### config.mk
export PLATFORM = sky130hd
export DESIGN_NAME = system_sysid_wdog
export DESIGN_NICKNAME = d
export VERILOG_FILES = /design/src/rtl/system_sysid_pkg.sv /design/src/rtl/system_sysid_wdog.sv
export SDC_FILE = /design/constraint.sdc
export NUM_CORES = 1
export LEC_CHECK = 0
export ABC_AREA = 0
export CORE_MARGIN = 4
export CORE_UTILIZATION = 45
export CTS_BUF_LIST = sky130_fd_sc_hd__clkbuf_4
export CTS_CLUSTER_DIAMETER = 200
export DETAILED_ROUTE_END_ITERATION = 8
export PLACE_DENSITY_LB_ADDON = 0.05
export SYNTH_ARGS = -nofsm -noshare
export SYNTH_HDL_FRONTEND = slang
export SYNTH_SLANG_ARGS = --single-unit
### constraint.sdc
create_clock -name clock -period 3.4 [get_ports clock]
set_clock_uncertainty 0.2 [all_clocks]
set_input_delay 0.68 -clock clock [delete_from_list [all_inputs] [get_ports clock]]
set_output_delay 0.68 -clock clock [all_outputs]
set_load 0.02 [all_outputs]
### src/rtl/system_sysid_pkg.sv
// Shared definitions for the system-ID checker: FSM state encoding,
// Avalon word addresses of the sysid slave and default expected values.
package system_sysid_pkg;

  typedef enum logic [2:0] {
    IDLE    = 3'd0,
    ID_REQ  = 3'd1,
    ID_WAIT = 3'd2,
    TS_REQ  = 3'd3,
    TS_WAIT = 3'd4,
    FIN     = 3'd5
  } state_t;

  localparam logic ADDR_ID = 1'b0;
  localparam logic ADDR_TS = 1'b1;

  localparam logic [31:0] DEFAULT_EXPECTED_ID        = 32'd0;
  localparam logic [31:0] DEFAULT_EXPECTED_TIMESTAMP = 32'd1394124174;

  localparam int STALL_W = 16;

  // True in the states that present a read request on the bus.
  function automatic logic is_req(input state_t s);
    return (s == ID_REQ) || (s == TS_REQ);
  endfunction

  // True while a sequence is in flight (FIN already counts as finished).
  function automatic logic is_busy(input state_t s);
    return (s == ID_REQ) || (s == ID_WAIT) || (s == TS_REQ) || (s == TS_WAIT);
  endfunction

endpackage

### src/rtl/system_sysid_wdog.sv
// Stall watchdog: counts consecutive stalled request cycles and flags the
// cycle in which the count reaches the limit, so the FSM can abandon the
// read in that same cycle and the request stays up for exactly 'limit'
// stalled cycles.
module system_sysid_wdog
  import system_sysid_pkg::*;
(
  input  logic               clock,
  input  logic               reset,
  input  logic               clear,
  input  logic               count,
  input  logic [STALL_W-1:0] limit,
  output logic               expired
);

  logic [STALL_W-1:0] stall_cnt;

  // Consecutive stall counter; saturates rather than wrapping.
  always_ff @(posedge clock) begin
    if (reset || clear) begin
      stall_cnt <= '0;
    end else if (count && (stall_cnt != {STALL_W{1'b1}})) begin
      stall_cnt <= stall_cnt + 1'b1;
    end
  end

  // The current stalled cycle is the limit-th one when limit-1 have already elapsed.
  assign expired = count && (stall_cnt >= (limit - 1'b1));

endmodule

==> impl_summary.log, run 1 <==
[metrics] status: finished, violations left
[metrics] failing checks: setup timing
[metrics] DRC violation count after routing: 0
[metrics] per-instance average area after synthesis: 8.28 um2
[metrics] power per cell area: 195 nW/um2
[metrics] Initial Util: 46.5%
[metrics] deepest clock path buffer count: 2
[metrics] number of synthesized flops with an enable pin: 0
[metrics] remaining antenna violation count: 0
[metrics] layout cell share with drive strength beyond 1: 31.7%
[metrics] sequential-to-total area share from yosys stat: 22.8%
[metrics] min cycle time layout: 3790 ps
[metrics] number of antenna violations at the first check in global routing: 0
[metrics] Post-CTS Hold Fix Bufs: 0
[metrics] CTS H-Tree Depth: 1
[metrics] DRT Pass-1 Iters: 4
[metrics] CP required: 2520 ps
[metrics] count of mapped cells out of synthesis: 170
[metrics] Max rail drop VDD: 0.229 mV
[metrics] area of the multi-input gates: 1210 um2
[metrics] leakage power: 0.000800 uW
[metrics] Final Hold Violating Endpoints: 0
[metrics] drt via density: 5.92
[metrics] total of warnings raised by yosys: 0
[metrics] share of the synthesized area in the top cell type: 22.8%
[metrics] Die Y-Extent: 63.9 um
[metrics] hold slack: 346 ps
[metrics] Congestion Overflow GR: 0
[metrics] maximum number of pins on one net before global-route repair: 14
[metrics] die span in x: 63.9 um
[metrics] path type of the worst setup path: input pin to output pin
[metrics] classification of the worst-slack hold path: flop to flop
[metrics] max-slew headroom at the worst pin: 64.7%
[metrics] highest fanout seen on the critical path: 2
[metrics] via count: 1,568
[metrics] via count of the first global-routing pass: 1,425
[metrics] FFs w/ async S/R, synth: 0%
[metrics] CTS tree: yes
[metrics] flip-flop count of the largest register, all copies and words added: 16
[metrics] master cell of the clock root buffer: sky130_fd_sc_hd__clkbuf_4
[metrics] CTS buffer count: 3
[metrics] gp weighted congestion: 0.802
[metrics] first-pass GRT wire length: 6450 um
[metrics] Max Transition Viols Final: 0
[metrics] Final Power: 394 uW
[metrics] Area contributors post-synth: sky130_fd_sc_hd__dfxtp_1 23%, sky130_fd_sc_hd__ha_1 16%, sky130_fd_sc_hd__xnor2_1 8.1%
[metrics] HPWL after detailed placement: 2880 um
[metrics] core area: 3030 um2
[metrics] clock network latency to the later pin of the worst-skew pair: 290 ps
[metrics] clk sinks: 16
[metrics] total I/O pin count: 21
[metrics] clock-pin slew on the worst setup and hold paths: 100 ps
[metrics] area taken by flip-flops and latches: 320 um2
[metrics] commonest cells in the synthesized netlist: 18 x sky130_fd_sc_hd__ha_1, 16 x sky130_fd_sc_hd__dfxtp_1, 13 x sky130_fd_sc_hd__xnor2_1
[metrics] min setup slack post-route: -386 ps
[metrics] maximum clock frequency: 264 MHz
[metrics] crit share post-route: 111%
[metrics] Routed WL per cell: 14.9 um
[metrics] flip-flop and latch count after synthesis: 16
[metrics] number of filler instances in the final layout: 263
[metrics] post-synthesis cell area: 1410 um2
[metrics] All-Layer GR Usage: 19.5%
[metrics] setup-violating endpoint count in the final report: 1
[metrics] number of inserted diodes: 0
[metrics] IO buf count: 20
[metrics] number of nets produced by synthesis: 208
[metrics] Area Growth Syn to Fin: 43.7%
[metrics] Regs by FF count: stall_cnt (16)
[metrics] max-cap viol count: 0
[metrics] Die ar.: 4090 um2
[metrics] unrepaired setup endpoints after global routing: true
[metrics] Arrival @ worst endpoint: 2910 ps
[metrics] violation count after the first detailed-route iteration: 87
[metrics] library cell with the largest summed area after synthesis: sky130_fd_sc_hd__dfxtp_1
[metrics] register ranked first by flip-flop count: stall_cnt
[metrics] slew at the pin closest to its max-slew limit: 525 ps
[metrics] Setup crit start kind: input pin
[metrics] std cell rows: 20
[metrics] most used flip-flop cell after synthesis: sky130_fd_sc_hd__dfxtp_1
[metrics] sum of routed wire length over all layers: 3950 um
[metrics] most repeated cell in the gate-level netlist after synthesis: sky130_fd_sc_hd__ha_1
[metrics] Net count, final: 260
[metrics] type of element capturing the critical path: output pin
[metrics] synth unique cells: 39
-- cell usage in the layout (no fill, tap or decap), drive strengths merged, types with 2 or more instances in the layout --
cell / count
or3: 7
nand3: 10
nor3: 7
and4: 4
ha: 18
buf: 33
a21o: 2
o21ai: 10
clkdlybuf4s50: 8
and3: 2
nand2: 10
dfxtp: 16
o31ai: 2
a31oi: 2
or4: 3
nor4: 5
clkbuf: 7
xor2: 2
xnor2: 13
nand2b: 4
o311ai: 2
a21oi: 11
clkdlybuf4s15: 2
a211oi: 3
o41ai: 3
nor2: 12
nand4: 5
inv: 5
-- worst max-delay path, cell delays in order --
cell	delay, ps
sky130_fd_sc_hd__dlygate4sd2_1	260
sky130_fd_sc_hd__inv_2	70
sky130_fd_sc_hd__ha_4	130
sky130_fd_sc_hd__nand2b_1	80
sky130_fd_sc_hd__nand2b_4	170
sky130_fd_sc_hd__nor4_4	300
sky130_fd_sc_hd__xnor2_1	110
sky130_fd_sc_hd__ha_1	310
sky130_fd_sc_hd__nand2_2	70
sky130_fd_sc_hd__o21ai_2	80
sky130_fd_sc_hd__a311oi_2	260
sky130_fd_sc_hd__buf_4	160
sky130_fd_sc_hd__o22ai_2	80
sky130_fd_sc_hd__buf_6	130
-- per-stage QoR --
stage	utilization, %	TNS, ps	cell area [um2]	worst slack, ps	std cells
3_5_place_dp	61.1	-1190	1850	-1190	257
2_1_floorplan	-	-170	1410	-170	170
3_3_place_gp	61.1	-1110	1850	-1110	257
6_report	66.8	-386	2020	-386	265
4_1_cts	64.8	-431	1960	-431	263
5_1_grt	66.8	-529	2020	-529	265
-- power breakdown --
group	internal [uW]	total [uW]	switching [uW]
logic	54.2	101	46.4
registers	188	189	0.959
clock network	42.7	104	61.2
-- final timing paths --
| check | start | end | slack (ps) | depth (start not counted) |
|---|---|---|---|---|
| setup / recovery | limit[1] | expired | -390 | 14 |
| hold reg to reg | stall_cnt[1] | stall_cnt[1] | 350 | 2 |
| hold / removal | stall_cnt[1] | stall_cnt[1] | 350 | 2 |
| setup reg to reg | stall_cnt[4] | stall_cnt[15] | 1340 | 4 |
-- logic make-up (layout without fill, tap and decap cells) --
family	count (synthesis)	after routing	share of synthesized area, %
adder cells (fa/ha/maj)	18	18	16.0
XOR/XNOR	15	15	9.33
AO/OA/AOI/OAI	43	43	21.5
buffers and inverters	7	58	1.87
AND/OR/NAND/NOR	71	71	28.5
flip-flops	16	16	22.8
-- per-layer routing --
layer	part of all wire [%]	GRT usage, %	wire length (um)	vias to the layer above
met1	39	23.9	1560	753
met3	4.5	4.39	176	6
met4	1.1	2.70	43	0
met5	0	0	0	-
met2	55	35.2	2170	39
li1	-	-	-	770
-- area by class of cell --
cell class	count	area share, %
Multi-Input combinational cell	147	59.9
Timing Repair Buffer	49	19.4
Sequential cell	16	15.8
Tap cell	44	2.72
Clock buffer	3	1.11
Inverter	5	0.928
Clock inverter	1	0.186
-- what timing repair did --
action                                  CTS  global route
resized for setup                        43            25
pin swaps                                16            17
buffers inserted                          2             3
endpoints found under the setup margin    1             1
(Power assumes the default switching activity.)
==> inputs of run 2 (changes only) <==
- CORE_MARGIN: 4 -> 10
==> impl_summary.log, run 2 (synthesized netlist as in run 1, its figures left out) <==
[metrics] instance area at placement: 1850 um2 (unchanged)
[metrics] violation count after the first detailed-route iteration: 50 (was 87)
[metrics] via count of the first global-routing pass: 1,496 (was 1,425)
[metrics] drt via density: 5.83 (was 5.92)
[metrics] most common cell after layout, fill and taps aside: sky130_fd_sc_hd__buf_4 (unchanged)
[metrics] deepest clock path buffer count: 2 (unchanged)
[metrics] area of the multi-input gates: 1200 um2 (was 1210 um2)
[metrics] number of cells traversed by the worst hold path: 2 (unchanged)
[metrics] min cycle time layout: 3720 ps (was 3790 ps)
[metrics] DRT Pass-1 Iters: 4 (unchanged)
[metrics] max-slew headroom at the worst pin: 65.1% (was 64.7%)
[metrics] max-cap viol count: 0 (unchanged)
[metrics] number of antenna violations at the first check in global routing: 1 (was 0)
[metrics] path type of the worst setup path: input pin to output pin (unchanged)
[metrics] Max Transition Viols Final: 0 (unchanged)
[metrics] Regs by FF count: stall_cnt (16) (unchanged)
[metrics] number of filler instances in the final layout: 263 (unchanged)
[metrics] Post-CTS Hold Fix Bufs: 0 (unchanged)
[metrics] DRC violation count after routing: 0 (unchanged)
[metrics] All-Layer GR Usage: 13.1% (was 19.5%)
[metrics] clock network latency to the later pin of the worst-skew pair: 290 ps (about the same)
[metrics] flip-flop count of the largest register, all copies and words added: 16 (unchanged)
[metrics] HPWL after detailed placement: 3010 um (was 2880 um)
[metrics] Net count, final: 261 (was 260)
[metrics] Arrival @ worst endpoint: 2840 ps (was 2910 ps)
[metrics] Routed WL per cell: 14.6 um (was 14.9 um)
[metrics] Setup crit start kind: input pin (unchanged)
[metrics] gp weighted congestion: 0.769 (was 0.802)
[metrics] master cell of the clock root buffer: sky130_fd_sc_hd__clkbuf_4 (unchanged)
[metrics] Area Growth Syn to Fin: 43.6% (was 43.7%)
[metrics] CP required: 2520 ps (about the same)
[metrics] worst-case register-to-register setup slack: 1350 ps (was 1340 ps)
[metrics] Initial Util: 46.5% (unchanged)
[metrics] stage delay of the slowest cell on the critical path: 520 ps (was 310 ps)
[metrics] first-pass GRT wire length: 6570 um (was 6450 um)
[metrics] clock-pin slew on the worst setup and hold paths: 90 ps (was 100 ps)
[metrics] crit share post-route: 109% (was 111%)
[metrics] CTS tree: yes (unchanged)
[metrics] critical register-to-register path startpoint: stall_cnt[1] (was stall_cnt[4])
[metrics] type of element capturing the critical path: output pin (unchanged)
[metrics] Final Hold Violating Endpoints: 0 (unchanged)
[metrics] register ranked first by flip-flop count: stall_cnt (unchanged)
[metrics] launch instance of the worst min-delay path: stall_cnt[1] (unchanged)
[metrics] largest delay contributor family on the critical path: simple AND/OR/NAND/NOR gates (unchanged)
[metrics] unrepaired setup endpoints after global routing: true (unchanged)
[metrics] leakage power: 0.000808 uW (was 0.000800 uW)
[metrics] std cell rows: 20 (unchanged)
[metrics] Congestion Overflow GR: 0 (unchanged)
[metrics] min setup slack post-route: -320 ps (was -386 ps)
[metrics] core area: 3030 um2 (unchanged)
[metrics] area taken by flip-flops and latches: 320 um2 (unchanged)
[metrics] power per cell area: 193 nW/um2 (was 195 nW/um2)
[metrics] status: finished, violations left (unchanged)
[metrics] Buf+Inv Stages, Crit Path: 2 (was 4)
[metrics] IO buf count: 20 (unchanged)
[metrics] die span in x: 75.9 um (was 63.9 um)
[metrics] most used cells in the layout excluding fill and tap cells: 28 x sky130_fd_sc_hd__buf_4, 17 x sky130_fd_sc_hd__ha_1, 16 x sky130_fd_sc_hd__dfxtp_1 (was 29 x sky130_fd_sc_hd__buf_4, 17 x sky130_fd_sc_hd__ha_1, 16 x sky130_fd_sc_hd__dfxtp_1)
[metrics] via count: 1,551 (was 1,568)
[metrics] layout cell share with drive strength beyond 1: 31.2% (was 31.7%)
[metrics] maximum clock frequency: 269 MHz (was 264 MHz)
[metrics] classification of the worst-slack hold path: flop to flop (unchanged)
[metrics] Critical Path, Cell by Cell: buf_6 -> or4_4 -> or4_4 -> nor3_4 -> xnor2_1 -> ha_1 -> and3_1 -> o2111ai_2 -> o22ai_2 -> buf_6 (was dlygate4sd2_1 -> inv_2 -> ha_4 -> nand2b_1 -> nand2b_4 -> nor4_4 -> xnor2_1 -> ha_1 -> nand2_2 -> o21ai_2 -> a311oi_2 -> buf_4 -> o22ai_2 -> buf_6)
[metrics] Die Y-Extent: 75.9 um (was 63.9 um)
[metrics] remaining antenna violation count: 0 (unchanged)
[metrics] Die ar.: 5770 um2 (was 4090 um2)
[metrics] worst r2r dst: stall_cnt[14] (was stall_cnt[15])
[metrics] Max rail drop VDD: 0.240 mV (was 0.229 mV)
[metrics] CTS H-Tree Depth: 1 (unchanged)
[metrics] hold path endpoint: stall_cnt[1] (unchanged)
[metrics] sum of routed wire length over all layers: 3890 um (was 3950 um)
[metrics] highest fanout seen on the critical path: 2 (unchanged)
[metrics] slew at the pin closest to its max-slew limit: 518 ps (was 525 ps)
[metrics] CTS buffer count: 3 (unchanged)
[metrics] cell type of the slowest stage on the worst timing path: sky130_fd_sc_hd__or4_4 (was sky130_fd_sc_hd__ha_1)
[metrics] setup-violating endpoint count in the final report: 1 (unchanged)
[metrics] maximum number of pins on one net before global-route repair: 14 (unchanged)
[metrics] total I/O pin count: 21 (unchanged)
[metrics] area of all placed cells without fillers: 2020 um2 (about the same)
[metrics] clk sinks: 16 (unchanged)
[metrics] number of cell instances on the worst register-to-register path: 5 (was 4)
[metrics] Place WS: -1210 ps (was -1190 ps)
[metrics] failing checks: setup timing (unchanged)
==> run 2: changes by cell type in the layout (fill, tap and decap cells not counted), sizes merged <==
cell,before,now
buf,33,34
clkbuf,7,8
clkdlybuf4s15,2,1
clkinv,1,0
diode,0,1
==> run 2: stage by stage <==
| stage | setup TNS, ps | total power (uW) | hold WS [ps] | instances | util (%) |
|---|---|---|---|---|---|
| 2_1_floorplan | -170 | 227 | 273 | 170 | - |
| 3_3_place_gp | -1120 | 278 | 316 | 257 | 61.1 |
| 3_5_place_dp | -1210 | 282 | 338 | 257 | 61.1 |
| 4_1_cts | -456 | 383 | 353 | 262 | 64.6 |
| 5_1_grt | -448 | 409 | 377 | 266 | 66.7 |
| 6_report | -320 | 390 | 349 | 266 | 66.7 |
==> run 2: layout make-up <==
class,count,area share [%]
inverters,5,0.929
diodes,1,0.124
well taps,44,2.72
clock buffers,3,1.11
repair buffers,50,19.9
multi-input cells,147,59.4
flip-flops and latches,16,15.9
==> run 2: worst max path at each step <==
| stage | from | slack [ps] | depth (start not counted) | end |
|---|---|---|---|---|
| global route | limit[3] | -450 | 12 | expired |
| finish | limit[8] | -320 | 10 | expired |
| CTS | limit[8] | -460 | 10 | expired |
| detailed placement | limit[5] | -1210 | 12 | expired |
| floorplan | limit[9] | -170 | 8 | expired |
| global placement | limit[9] | -1120 | 10 | expired |
==> run 2: worst min-delay path, delay by kind of cell, from the launching register on <==
kind / cells / cell delay, ps
compound gates: 1 / 70
flops: 1 / 360
simple gates: 1 / 80
==> run 2: report_power, final <==
group	internal (uW)	total [uW]	switching [uW]	leakage (uW)
registers	188	189	0.944	0.000129
clock network	41.2	101	59.6	0.0000138
logic	55.4	100	44.9	0.000666
total	285	390	105	0.000808
==> run 2: per-layer routing <==
| layer | global-route usage (%) | vias to the layer above | part of all wire, % |
|---|---|---|---|
| met3 | 3.77 | 8 | 4.2 |
| met5 | 0 | - | 0 |
| met2 | 24.5 | 33 | 55 |
| met1 | 14.0 | 741 | 39 |
| met4 | 3.22 | 0 | 1.6 |
| li1 | - | 769 | - |
==> run 2: repair_timing <==
item	in CTS	in global routing
setup buffers	2	3
pin swaps	12	16
endpoints found under the setup margin	1	1
gates resized for setup	44	23
==> RTL edit: new RTL, settings of run 1 <==
Add an input register stage for `clear`, `count` and `limit`; this delays them by one clock. Comments in the files are not updated.
--- a/src/rtl/system_sysid_wdog.sv
+++ b/src/rtl/system_sysid_wdog.sv
@@ -15,2 +15,12 @@
 
+  logic clear_q;
+  logic count_q;
+  logic [STALL_W-1:0] limit_q;
+
+  always_ff @(posedge clock) begin
+    clear_q <= clear;
+    count_q <= count;
+    limit_q <= limit;
+  end
+
   logic [STALL_W-1:0] stall_cnt;
@@ -19,5 +29,5 @@
   always_ff @(posedge clock) begin
-    if (reset || clear) begin
+    if (reset || clear_q) begin
       stall_cnt <= '0;
-    end else if (count && (stall_cnt != {STALL_W{1'b1}})) begin
+    end else if (count_q && (stall_cnt != {STALL_W{1'b1}})) begin
       stall_cnt <= stall_cnt + 1'b1;
@@ -27,3 +37,3 @@
   // The current stalled cycle is the limit-th one when limit-1 have already elapsed.
-  assign expired = count && (stall_cnt >= (limit - 1'b1));
+  assign expired = count_q && (stall_cnt >= (limit_q - 1'b1));
 
Check against the original RTL: not equivalent (a bounded check fails within 4 cycles, from zero or initial values).
==> RTL edit against run 1 <==
  * The run still ends with setup timing left
  * Register-to-register slack got worse by 0.11 ns
  * Wire length increased by 2.8%
  * Sequential share of layout area increased by 13 points
  * Final area increased by 15%
  * Setup slack improved by 0.21 ns
  * Combinational power decreased by 22%
  * Sequential cell count increased by 18
  * Final cell count increased by 6.8%
  * Total power increased by 76%
  * Area after synthesis increased by 35%
  * Critical path type is now flip-flop to primary output
==> RTL edit: results (changes against run 1) <==
.. list-table::
   :header-rows: 1

   * - Metric
     - Value
   * - Cell variety after synth
     - 52 (+33%)
   * - WL/cell
     - 14.3 um (-3.7%)
   * - Fin worst setup slack
     - -0.177 ns (+0.210 ns)
   * - Top fanout value on the critical path
     - 5 (+3)
   * - Maximum cell stage delay along the critical path
     - 0.42 ns (+0.11 ns)
   * - Post-Syn Area per Cell
     - 9.58 um2 (+16%)
   * - Slowest library cell on the worst path
     - sky130_fd_sc_hd__or3_4
   * - Met3 usage in global routing
     - 5.10% (+0.70 points)
   * - Arr. time, crit path
     - 2.70 ns (-0.21 ns)
   * - Compound-Gate Fraction of Synth Area
     - 16.9% (-4.6 points)
   * - Number of cells upsized or downsized after cts
     - 10 (-77%)
   * - Relative slew margins
     - 39.3% (-25 points)
   * - Wire length on met2
     - 1960 um (-9.9%)
   * - Reg-to-reg setup timing slack
     - 1.23 ns (-0.11 ns)
   * - Final setup violation count
     - 1 (unchanged)
   * - Met1 track demand over resource
     - 19.3% (-4.6 points)
   * - Adder and majority cell fraction of the synthesized area
     - 11.8% (-4.2 points)
   * - Detailed-routing wirelength on met1
     - 1750 um (+13%)
   * - H-tree levels
     - 2 (+1)
   * - Synthesized Nets
     - 237 (+14%)
   * - Run status
     - complete, but fails checks
   * - Total leakage power
     - 0.919 nW (+15%)
   * - Total half-perimeter wirelength after legalization and detailed placement
     - 3170 um (+9.9%)
   * - Mux contribution to synthesized area
     - 2.10% (+2.1 points)
   * - Cell Area, Placed
     - 2240 um2 (+21%)
   * - Fillers
     - 344 (+31%)
   * - Violated checks
     - setup timing
   * - Global-route wire length before repair
     - 7160 um (+11%)
   * - Share of the synthesized netlist area taken by xor and xnor gates
     - 5.98% (-3.4 points)
   * - Vias in the first global route
     - 1722 (+21%)
   * - Number of DRC markers in iteration 0
     - 93 (+6.9%)
   * - Number of cells traversed by the worst register-to-register path
     - 5 (+1)
   * - Number of buffers inserted by post-CTS setup repair
     - 0 (-2)
   * - Total CTS buffers
     - 5 (+2)
   * - Seq/Total Area, Yosys
     - 35.7% (+13 points)
-- RTL edit: cell types whose count changed after synthesis, sizes merged, moves of 3 or more --
cell,before,now
a2111o,1,6
buf,0,3
dfxtp,16,34
inv,5,8
mux2i,0,4
nand2,10,19
nand3,10,7
nor2,12,7
xnor2,13,9
-- RTL edit: final cells by class --
class                      instances  area [um2]  share of cell area [%]
tap                               50        62.6                    2.69
multi-input combinational        152        1220                    52.3
inverter                           8        30.0                    1.29
sequential                        34         681                    29.2
clock buffer                       5        37.5                    1.61
timing repair buffer              33         295                    12.7
clock inverter                     1        3.75                   0.161
-- RTL edit: stage by stage --
step / setup TNS (ns) / hold WS [ns] / util [%]
2_1_floorplan: 0 / 0.265 / -
3_3_place_gp: -0.250 / 0.291 / 55.2
3_5_place_dp: -0.369 / 0.316 / 55.2
4_1_cts: -0.226 / 0.333 / 56.7
5_1_grt: -0.364 / 0.365 / 57.4
6_report: -0.177 / 0.333 / 57.4
-- RTL edit: where the power goes --
part	total [W]	internal, W	switching [W]
sequential	0.000421	0.000410	0.0000104
clock	0.000192	0.0000705	0.000121
combinational	0.0000791	0.0000468	0.0000324
-- RTL edit: worst paths after layout --
kind                                           startpoint                         to
worst min register to register  stall_cnt[0]$_SDFFE_PP0P_  stall_cnt[0]$_SDFFE_PP0P_
worst max register to register  stall_cnt[1]$_SDFFE_PP0P_  stall_cnt[9]$_SDFFE_PP0P_
worst min-delay path            stall_cnt[0]$_SDFFE_PP0P_  stall_cnt[0]$_SDFFE_PP0P_
worst max-delay path                   limit_q[5]$_DFF_P_                    expired
-- RTL edit: worst register-to-register path, delay by kind of cell (launching register included) --
family          cells  cell delay [ns]
fa+ha+maj           1             0.26
mux                 1             0.16
compound gates      1             0.17
flops               1             0.43
simple gates        2             0.85
